===== config.mk =====
export PLATFORM = sky130hd
export DESIGN_NAME = mem_requester
export DESIGN_NICKNAME = d
export VERILOG_FILES = /design/src/rtl/mem_pkg.sv /design/src/rtl/req_watchdog.sv /design/src/rtl/mem_requester.sv
export SDC_FILE = /design/constraint.sdc
export NUM_CORES = 1
export LEC_CHECK = 0
export CELL_PAD_IN_SITES_DETAIL_PLACEMENT = 1
export CELL_PAD_IN_SITES_GLOBAL_PLACEMENT = 1
export CORE_MARGIN = 4
export CORE_UTILIZATION = 32
export DETAILED_ROUTE_END_ITERATION = 12
export GPL_ROUTABILITY_DRIVEN = 0
export GPL_TIMING_DRIVEN = 0
export PLACE_DENSITY_LB_ADDON = 0.1
export SETUP_SLACK_MARGIN = 0.05
export SYNTH_ARGS = -nofsm -noshare
export SYNTH_HDL_FRONTEND = slang
export SYNTH_SLANG_ARGS = --single-unit

===== constraint.sdc =====
create_clock -name clk -period 2.75 [get_ports clk]
set_input_delay 0.6875 -clock clk [delete_from_list [all_inputs] [get_ports clk]]
set_output_delay 0.6875 -clock clk [all_outputs]
set_load 0.005 [all_outputs]

===== src/rtl/mem_pkg.sv =====
// Shared types and constants for the memory requester.
package mem_pkg;

    localparam int unsigned WORD_W            = 32;
    localparam int unsigned DEFAULT_ADDR_STEP = 4;

    typedef enum logic [2:0] {
        IDLE,
        FETCH,
        REQ,
        DRAIN,
        FINISH
    } req_state_t;

endpackage


===== src/rtl/req_watchdog.sv =====
// Request timeout counter: counts enabled cycles and flags when the limit is reached.
module req_watchdog #(
    parameter int unsigned TIMEOUT = 1024
) (
    input  logic clk,
    input  logic reset,
    input  logic clear,
    input  logic enable,
    output logic expired
);

    localparam int unsigned CW = (TIMEOUT > 2) ? $clog2(TIMEOUT) : 1;

    logic [CW-1:0] count_q;

    assign expired = (count_q == CW'(TIMEOUT - 1));

    // Count waiting cycles; saturate at the limit so the flag stays up until cleared.
    always_ff @(posedge clk) begin
        if (reset || clear) begin
            count_q <= '0;
        end else if (enable && !expired) begin
            count_q <= count_q + CW'(1);
        end
    end

endmodule


===== src/rtl/mem_requester.sv =====
// Burst initiator for the single-port word memory: one outstanding request at a time.
module mem_requester
    import mem_pkg::*;
#(
    parameter int unsigned ADDR_STEP = DEFAULT_ADDR_STEP,
    parameter int unsigned LEN_W     = 16,
    parameter int unsigned TIMEOUT   = 1024
) (
    input  logic              clk,
    input  logic              reset,
    input  logic              cmd_valid,
    output logic              cmd_ready,
    input  logic              cmd_write,
    input  logic [31:0]       cmd_addr,
    input  logic [LEN_W-1:0]  cmd_len,
    output logic              cmd_done,
    output logic              err,
    input  logic              wdata_valid,
    output logic              wdata_ready,
    input  logic [WORD_W-1:0] wdata,
    output logic              rdata_valid,
    input  logic              rdata_ready,
    output logic [WORD_W-1:0] rdata,
    output logic [31:0]       mem_addr,
    output logic [WORD_W-1:0] mem_wdata,
    output logic              mem_w_enable,
    output logic              mem_r_enable,
    input  logic              mem_done,
    input  logic [WORD_W-1:0] mem_rdata
);

    req_state_t       state_q;
    logic [LEN_W-1:0] remaining_q;
    logic             is_write_q;

    logic wd_clear;
    logic wd_enable;
    logic wd_expired;

    // The watchdog only runs while a request waits; completion or leaving REQ rearms it.
    assign wd_clear  = (state_q != REQ) || mem_done;
    assign wd_enable = (state_q == REQ) && !mem_done;

    req_watchdog #(
        .TIMEOUT (TIMEOUT)
    ) u_watchdog (
        .clk     (clk),
        .reset   (reset),
        .clear   (wd_clear),
        .enable  (wd_enable),
        .expired (wd_expired)
    );

    // Burst sequencer; every handshake and strobe output is registered here.
    always_ff @(posedge clk) begin
        if (reset) begin
            state_q      <= IDLE;
            remaining_q  <= '0;
            is_write_q   <= 1'b0;
            cmd_ready    <= 1'b1;
            cmd_done     <= 1'b0;
            err          <= 1'b0;
            wdata_ready  <= 1'b0;
            rdata_valid  <= 1'b0;
            rdata        <= '0;
            mem_addr     <= '0;
            mem_wdata    <= '0;
            mem_w_enable <= 1'b0;
            mem_r_enable <= 1'b0;
        end else begin
            cmd_done <= 1'b0;
            unique case (state_q)
                IDLE: begin
                    if (cmd_valid) begin
                        is_write_q  <= cmd_write;
                        mem_addr    <= cmd_addr;
                        remaining_q <= cmd_len;
                        err         <= 1'b0;
                        cmd_ready   <= 1'b0;
                        if (cmd_len == '0) begin
                            state_q  <= FINISH;
                            cmd_done <= 1'b1;
                        end else if (cmd_write) begin
                            state_q     <= FETCH;
                            wdata_ready <= 1'b1;
                        end else begin
                            state_q      <= REQ;
                            mem_r_enable <= 1'b1;
                        end
                    end
                end
                FETCH: begin
                    if (wdata_valid) begin
                        mem_wdata    <= wdata;
                        wdata_ready  <= 1'b0;
                        mem_w_enable <= 1'b1;
                        state_q      <= REQ;
                    end
                end
                REQ: begin
                    // A completion in the expiry cycle still counts as a completion.
                    if (mem_done) begin
                        mem_w_enable <= 1'b0;
                        mem_r_enable <= 1'b0;
                        remaining_q  <= remaining_q - LEN_W'(1);
                        mem_addr     <= mem_addr + 32'(ADDR_STEP);
                        if (is_write_q) begin
                            if (remaining_q == LEN_W'(1)) begin
                                state_q  <= FINISH;
                                cmd_done <= 1'b1;
                            end else begin
                                state_q     <= FETCH;
                                wdata_ready <= 1'b1;
                            end
                        end else begin
                            rdata       <= mem_rdata;
                            rdata_valid <= 1'b1;
                            state_q     <= DRAIN;
                        end
                    end else if (wd_expired) begin
                        err          <= 1'b1;
                        mem_w_enable <= 1'b0;
                        mem_r_enable <= 1'b0;
                        state_q      <= FINISH;
                        cmd_done     <= 1'b1;
                    end
                end
                DRAIN: begin
                    if (rdata_ready) begin
                        rdata_valid <= 1'b0;
                        if (remaining_q == '0) begin
                            state_q  <= FINISH;
                            cmd_done <= 1'b1;
                        end else begin
                            state_q      <= REQ;
                            mem_r_enable <= 1'b1;
                        end
                    end
                end
                FINISH: begin
                    state_q   <= IDLE;
                    cmd_ready <= 1'b1;
                end
                default: begin
                    state_q <= IDLE;
                end
            endcase
        end
    end

endmodule


==> results of run 1 <==
## where the power goes
group	internal [mW]	switching (mW)	total (mW)
sequential	2.18	0.261	2.44
clock	1.22	1.03	2.25
combinational	0.992	1.27	2.27
## final timing paths
check | start | endpoint | slack (ns) | cells after the start
hold / removal | mem_wdata[7]$_SDFFE_PP0P_ | mem_wdata[7]$_SDFFE_PP0P_ | 0.45 | 2
setup reg to reg | state_q[1]$_SDFFE_PP0P_ | rdata[13]$_SDFFE_PP0P_ | 0.24 | 7
setup / recovery | reset | mem_addr[2]$_SDFFE_PP0P_ | 0.16 | 5
hold reg to reg | mem_wdata[7]$_SDFFE_PP0P_ | mem_wdata[7]$_SDFFE_PP0P_ | 0.45 | 2
## layout by cell type, fill, tap and decap left out, types with 4 or more instances in the layout
master	n
clkdlybuf4s50_1	219
nand2_1	184
dfxtp_1	133
a21oi_1	104
nor2_1	59
clkbuf_1	42
o21ai_0	38
nand3_1	20
nor3_1	18
clkbuf_16	17
nor4_1	14
a211oi_1	14
nand4_1	13
buf_2	10
and3_1	10
mux2i_1	8
or3_1	8
a22oi_1	8
inv_1	7
o22ai_1	7
a31oi_1	6
a21o_1	6
a22o_1	5
xor2_1	5
ha_1	5
nand2b_1	4
and2_1	4
a311oi_1	4
nor2b_1	4
inv_8	4
inv_6	4
## through the flow
stage | area, sq um | utilization | setup slack, ns | power (mW) | cells
3_3_place_gp | 8796 | 0.4640 | -0.8185 | 4.680 | 1292
5_1_grt | 9395 | 0.4956 | 0.04025 | 7.330 | 1324
4_1_cts | 9388 | 0.4952 | 0.1308 | 6.983 | 1324
2_1_floorplan | 6269 | - | 0.4406 | 3.591 | 812
6_report | 9395 | 0.4956 | 0.1635 | 6.957 | 1324
3_5_place_dp | 8796 | 0.4640 | -0.7945 | 4.709 | 1292
## synth_stat cells (6+ instances only)
cell	instances	share of area
a211oi_1	14	0.017
a21o_1	6	0.0072
a21oi_1	104	0.083
a22oi_1	8	0.0096
a31oi_1	6	0.0060
and3_1	10	0.010
buf_2	9	0.0072
clkbuf_1	45	0.027
dfxtp_1	133	0.42
inv_1	7	0.0042
mux2i_1	8	0.013
nand2_1	184	0.11
nand3_1	20	0.016
nand4_1	13	0.013
nor2_1	59	0.035
nor3_1	18	0.014
nor4_1	14	0.014
o21ai_0	38	0.030
o22ai_1	7	0.0070
or3_1	8	0.0080
## kinds of logic (layout without fill, tap and decap cells)
logic type	Yosys count	after routing	synth area share
compound gates	226	226	0.2232
flops	133	133	0.4247
buf+inv	65	317	0.04212
fa+ha+maj	5	5	0.009980
simple gates	368	368	0.2770
mux	9	9	0.01457
xor+xnor	6	6	0.008383
## state kept, by name, indices dropped and copies added, names as in the netlist, 3 cells and up
name	count
mem_wdata	32
remaining_q	16
u_watchdog.count_q	10
rdata	32
mem_addr	32
state_q	3
## area by class of cell
class,instances,share of cell area
multi-input cells,614,0.3574
flip-flops and latches,133,0.2834
repair buffers,220,0.2343
clock buffers,18,0.04674
well taps,260,0.03463
plain buffers,58,0.02610
clock inverters,14,0.01465
inverters,7,0.002797
## worst max-delay path, stage by stage
cell,delay [ns]
clkdlybuf4s50_1,0.51
clkbuf_1,0.40
clkbuf_1,0.53
clkbuf_1,0.63
nor2_1,0.12
## layer usage
layer	wire length, um	GRT usage
met2	12150	0.3811
met4	448	0.07113
met5	0	0
met3	2192	0.07204
met1	11170	0.2991
## timing repair
item,CTS,global route
endpoints found under the setup margin,68,22
gates resized for setup,6,5
endpoints found under the hold margin,0,0
pin swaps,0,1
setup buffers,0,0
==> metrics, run 1 <==
status=finished clean; Port Buffer Count=220; Seq/Total Area, Yosys=0.4248; synth warn=0; Worst Skew=around 0.015 ns; RSZ-0062 raised after global routing=true; H-tree depth=4; final clock period utilization by the worst path=0.9405; first-pass GRT wire length=40520 um; clock-pin slew on the worst setup and hold paths=roughly 0.07 ns; WP data arrival=2.88 ns; Reg area=2663 sq um; Worst Setup Start Kind=input port; clock latency on the worst-skew pair=0.44 ns; pwr dens=740.5 nW/um^2; core area=18960 sq um; DRC viols=0; worst slew pin tran=1.109 ns; # diodes=0; critical path capture point type=flop; vias in the first global route=7155; fraction of registers with async set/reset=0; DP HPWL=18890 um; share of layout cells above drive strength 1=0.06579; GRT overflow=0; endpoints failing hold=0; drt pass-1 iters=5; NumNets Final=1175; leak pwr=~3.3 nW; worst hold margin=0.4548 ns; Site Rows=50; Worst EP required=about 3.0 ns; Die Y=148.0 um; fin crit period=2.587 ns; Post-synth EDFFs=0; #FFs+latches synth=133; Avg WL per Cell=19.61 um; net count after synthesis=936; total CTS buffers=17; Cell variety after synth=69; fillers=about 2300; initial antenna violation count=0; # Max-Cap Violations=0; Mapped Cells=812; largest net degree at the start of global routing=17; root cell of the clock tree=clkbuf_16; syn_area_per_cell=7.720 sq um; max-slew violations=0; CP Max Fanout=10; CTS Hold Bufs=0; Total GRT Usage=0.2343; final antenna-violating net count=0; area of the multi-input gates=3358 sq um; Die W=148.0 um; relative slew slack=0.2545; Layout area overhead=49.88%; Longest Clk Path Bufs=2; total length of routed wires=around 26000 um; clock sink count=133; DIE AREA=approximately 22000 sq um; DR vias=7050; fmax=between 300 and 400 MHz; WS Path Type=input port to flop; total negative setup slack=0 ns; Finish-stage setup viols=0; top-level I/O count=222; maximum vdd drop=0.4699 mV; hold crit path type=flop to flop; Post-Syn Area=roughly 6300 sq um; Post-synth top flop=dfxtp_1; Initial Util=0.3307; Via density=5.325; TritonCTS clock tree=built; number of DRC markers in iteration 0=428
(Power assumes the default switching activity.)
==> run 2, diff against run 1 <==
--- a/config.mk
+++ b/config.mk
@@ -5,6 +5,7 @@
 export SDC_FILE = /design/constraint.sdc
 export NUM_CORES = 1
 export LEC_CHECK = 0
+export CAP_MARGIN = 10
 export CELL_PAD_IN_SITES_DETAIL_PLACEMENT = 1
 export CELL_PAD_IN_SITES_GLOBAL_PLACEMENT = 1
 export CORE_MARGIN = 4
@@ -14,6 +15,7 @@
 export GPL_TIMING_DRIVEN = 0
 export PLACE_DENSITY_LB_ADDON = 0.1
 export SETUP_SLACK_MARGIN = 0.05
+export SLEW_MARGIN = 20
 export SYNTH_ARGS = -nofsm -noshare
 export SYNTH_HDL_FRONTEND = slang
 export SYNTH_SLANG_ARGS = --single-unit
==> metrics, run 2 (synthesis gave the netlist of run 1 again) <==
DIE AREA=21890 sq um (unchanged); final clock period utilization by the worst path=0.9157 (-0.02489); most frequent cells in the layout=219 x clkdlybuf4s50_1, 184 x nand2_1, 133 x dfxtp_1; Port Buffer Count=220 (unchanged); final core utilization=0.4984 (+0.002706); slowest CP cell=clkbuf_1; Placement Cell Area=8796 sq um (unchanged); top-level I/O count=222 (unchanged); total length of routed wires=25940 um (about the same); CP Max Fanout=10 (unchanged); Cell Chain, Critical Path=or3b_2 > clkbuf_1 > clkbuf_1 > nor2_1 > o21ai_0 > o21ai_0 > nor2b_1; Final Non-Filler Cells=1328 (+0.30%); Longest Clk Path Bufs=2 (unchanged); Avg WL per Cell=19.53 um (-0.39%); total CTS buffers=17 (unchanged); WS Path Type=flop to flop; Reg2Reg Depth=7 (unchanged); r2r setup slk=0.23 ns (about the same); Site Rows=50 (unchanged); placed insts=1292 (unchanged); hold crit path type=flop to flop; first-pass GRT wire length=40520 um (unchanged); clock sink count=133 (unchanged); reg-to-reg endpoint=remaining_q[4]$_SDFFE_PP0P_; endpoints failing hold=0 (unchanged); # Max-Cap Violations=0 (unchanged); Reg area=2663 sq um (unchanged); DR vias=7005 (-0.64%); Total GRT Usage=0.2343 (unchanged); area of the multi-input gates=3377 sq um (+0.56%); Die Y=148.0 um (unchanged); number of cells on the critical path=7 (+2); total negative setup slack=0 ns (unchanged); number of DRC markers in iteration 0=410 (-4.2%); GRT overflow=0 (unchanged); RSZ-0062 raised after global routing=false; top flop regs=mem_addr x32, mem_wdata x32, rdata x32; largest net degree at the start of global routing=17 (unchanged); CP top delay family=buffers and inverters; Worst Setup Start Kind=flop; core area=18960 sq um (unchanged); fin crit period=2.518 ns (-0.06846 ns); CTS Hold Bufs=0 (unchanged); critical path capture point type=flop; Layout area overhead=50.70%; root cell of the clock tree=clkbuf_16; Die W=148.0 um (unchanged); NumNets Final=1179 (+0.34%); worst r2r src=state_q[0]$_SDFFE_PP0P_; H-tree depth=4 (unchanged); pwr dens=737.6 nW/um^2 (-0.40%); commonest non-fill, non-tap cell in the layout=clkdlybuf4s50_1; vias in the first global route=7155 (unchanged); Worst EP required=3.03 ns (about the same); # diodes=0 (unchanged); DRC viols=0 (unchanged); DP HPWL=18890 um (unchanged); Finish-stage setup viols=0 (unchanged); post-route cell area=9447 sq um (+0.55%); TritonCTS clock tree=built; maximum vdd drop=0.4701 mV (about the same); initial antenna violation count=0 (unchanged); WP data arrival=2.80 ns (-0.08 ns); Worst Skew=0.01440 ns (-0.0008349 ns); relative slew slack=0.4554 (+0.2008); share of layout cells above drive strength 1=0.07210 (+0.006308); fmax=397.1 MHz (+2.7%); status=finished clean; leak pwr=3.329 nW (+0.98%); clock latency on the worst-skew pair=0.44 ns (about the same); clock-pin slew on the worst setup and hold paths=0.07 ns (about the same); final antenna-violating net count=0 (unchanged); Via density=5.275 (-0.94%); crit path capture=remaining_q[4]$_SDFFE_PP0P_; Worst Setup SP=state_q[0]$_SDFFE_PP0P_; CP max stage delay=0.58 ns (-0.05 ns); fillers=2295 (+0.22%); Initial Util=0.3307 (unchanged); max-slew violations=0 (unchanged); worst slew pin tran=0.8170 ns (-0.2920 ns); Worst Path Buf+Inv=2 (-2); drt pass-1 iters=6 (+1)
[run 2: cell types whose count changed in the layout (fill, tap and decap cells not counted)]
cell      previous run  this run
nor3_4               1         2
nor4_4               1         2
nor3_2               1         0
nor4_2               1         0
mux2i_2              0         1
mux2i_1              8         7
buf_4                0         4
clkbuf_2             3         5
clkbuf_1            42        40
[run 2: how the worst min path moves through the flow]
stage	startpoint	to	slack [ns]	cells past startpoint
after floorplan	mem_addr[0]$_SDFFE_PP0P_	mem_addr[0]$_SDFFE_PP0P_	0.45	2
after global placement	mem_wdata[2]$_SDFFE_PP0P_	mem_wdata[2]$_SDFFE_PP0P_	0.44	2
after detailed placement	rdata[29]$_SDFFE_PP0P_	rdata[29]$_SDFFE_PP0P_	0.45	2
after CTS	mem_wdata[7]$_SDFFE_PP0P_	mem_wdata[7]$_SDFFE_PP0P_	0.46	2
after global routing	mem_wdata[13]$_SDFFE_PP0P_	mem_wdata[13]$_SDFFE_PP0P_	0.47	2
final	mem_wdata[7]$_SDFFE_PP0P_	mem_wdata[7]$_SDFFE_PP0P_	0.45	2
[run 2: power by group]
part           internal (mW)  switching, mW  total, mW
clock                   1.22           1.03       2.25
sequential              2.18          0.261       2.44
combinational           1.00           1.28       2.28
total                   4.40           2.57       6.97
[run 2: repair_timing]
| item | CTS | global route |
|---|---|---|
| pin swaps | 0 | 1 |
| setup buffers | 0 | 4 |
| resized for setup | 6 | 11 |
| endpoints found under the setup margin | 68 | 39 |
[run 2: layout make-up]
cell class	instances	area share
clock inverter	14	0.01457
sequential	133	0.2819
inverter	7	0.002781
buffer	58	0.02623
tap	260	0.03444
timing repair buffer	224	0.2362
multi-input combinational	614	0.3575
clock buffer	18	0.04649
[run 2: per-layer routing]
layer	global-route usage	wire [um]
met1	0.2991	11270
met2	0.3811	12160
met3	0.07204	2087
met4	0.07113	420
met5	0	0
[run 2: stage by stage]
stage / hold slack [ns] / setup slack (ns) / power (mW)
2_1_floorplan: 0.4527 / 0.4406 / 3.591
3_3_place_gp: 0.4410 / -0.8185 / 4.680
3_5_place_dp: 0.4478 / -0.7945 / 4.709
4_1_cts: 0.4553 / 0.1308 / 6.983
5_1_grt: 0.4701 / 0.05346 / 7.348
6_report: 0.4547 / 0.2319 / 6.968
[run 2: worst register-to-register path, delay by kind of cell (launching register included)]
kind,cells,cell delay (ns)
AO/OA/AOI/OAI,2,0.26
buffers and inverters,2,1.14
flip-flops,1,0.51
AND/OR/NAND/NOR,3,0.47
==> run 3, diff against run 2 <==
--- a/config.mk
+++ b/config.mk
@@ -5,13 +5,12 @@
 export SDC_FILE = /design/constraint.sdc
 export NUM_CORES = 1
 export LEC_CHECK = 0
-export CAP_MARGIN = 10
+export CAP_MARGIN = 20
 export CELL_PAD_IN_SITES_DETAIL_PLACEMENT = 1
 export CELL_PAD_IN_SITES_GLOBAL_PLACEMENT = 1
 export CORE_MARGIN = 4
 export CORE_UTILIZATION = 32
 export DETAILED_ROUTE_END_ITERATION = 12
-export GPL_ROUTABILITY_DRIVEN = 0
 export GPL_TIMING_DRIVEN = 0
 export PLACE_DENSITY_LB_ADDON = 0.1
 export SETUP_SLACK_MARGIN = 0.05
==> results of run 3 <==
The final DEF is identical to that of run 2; final timing and power are the same.
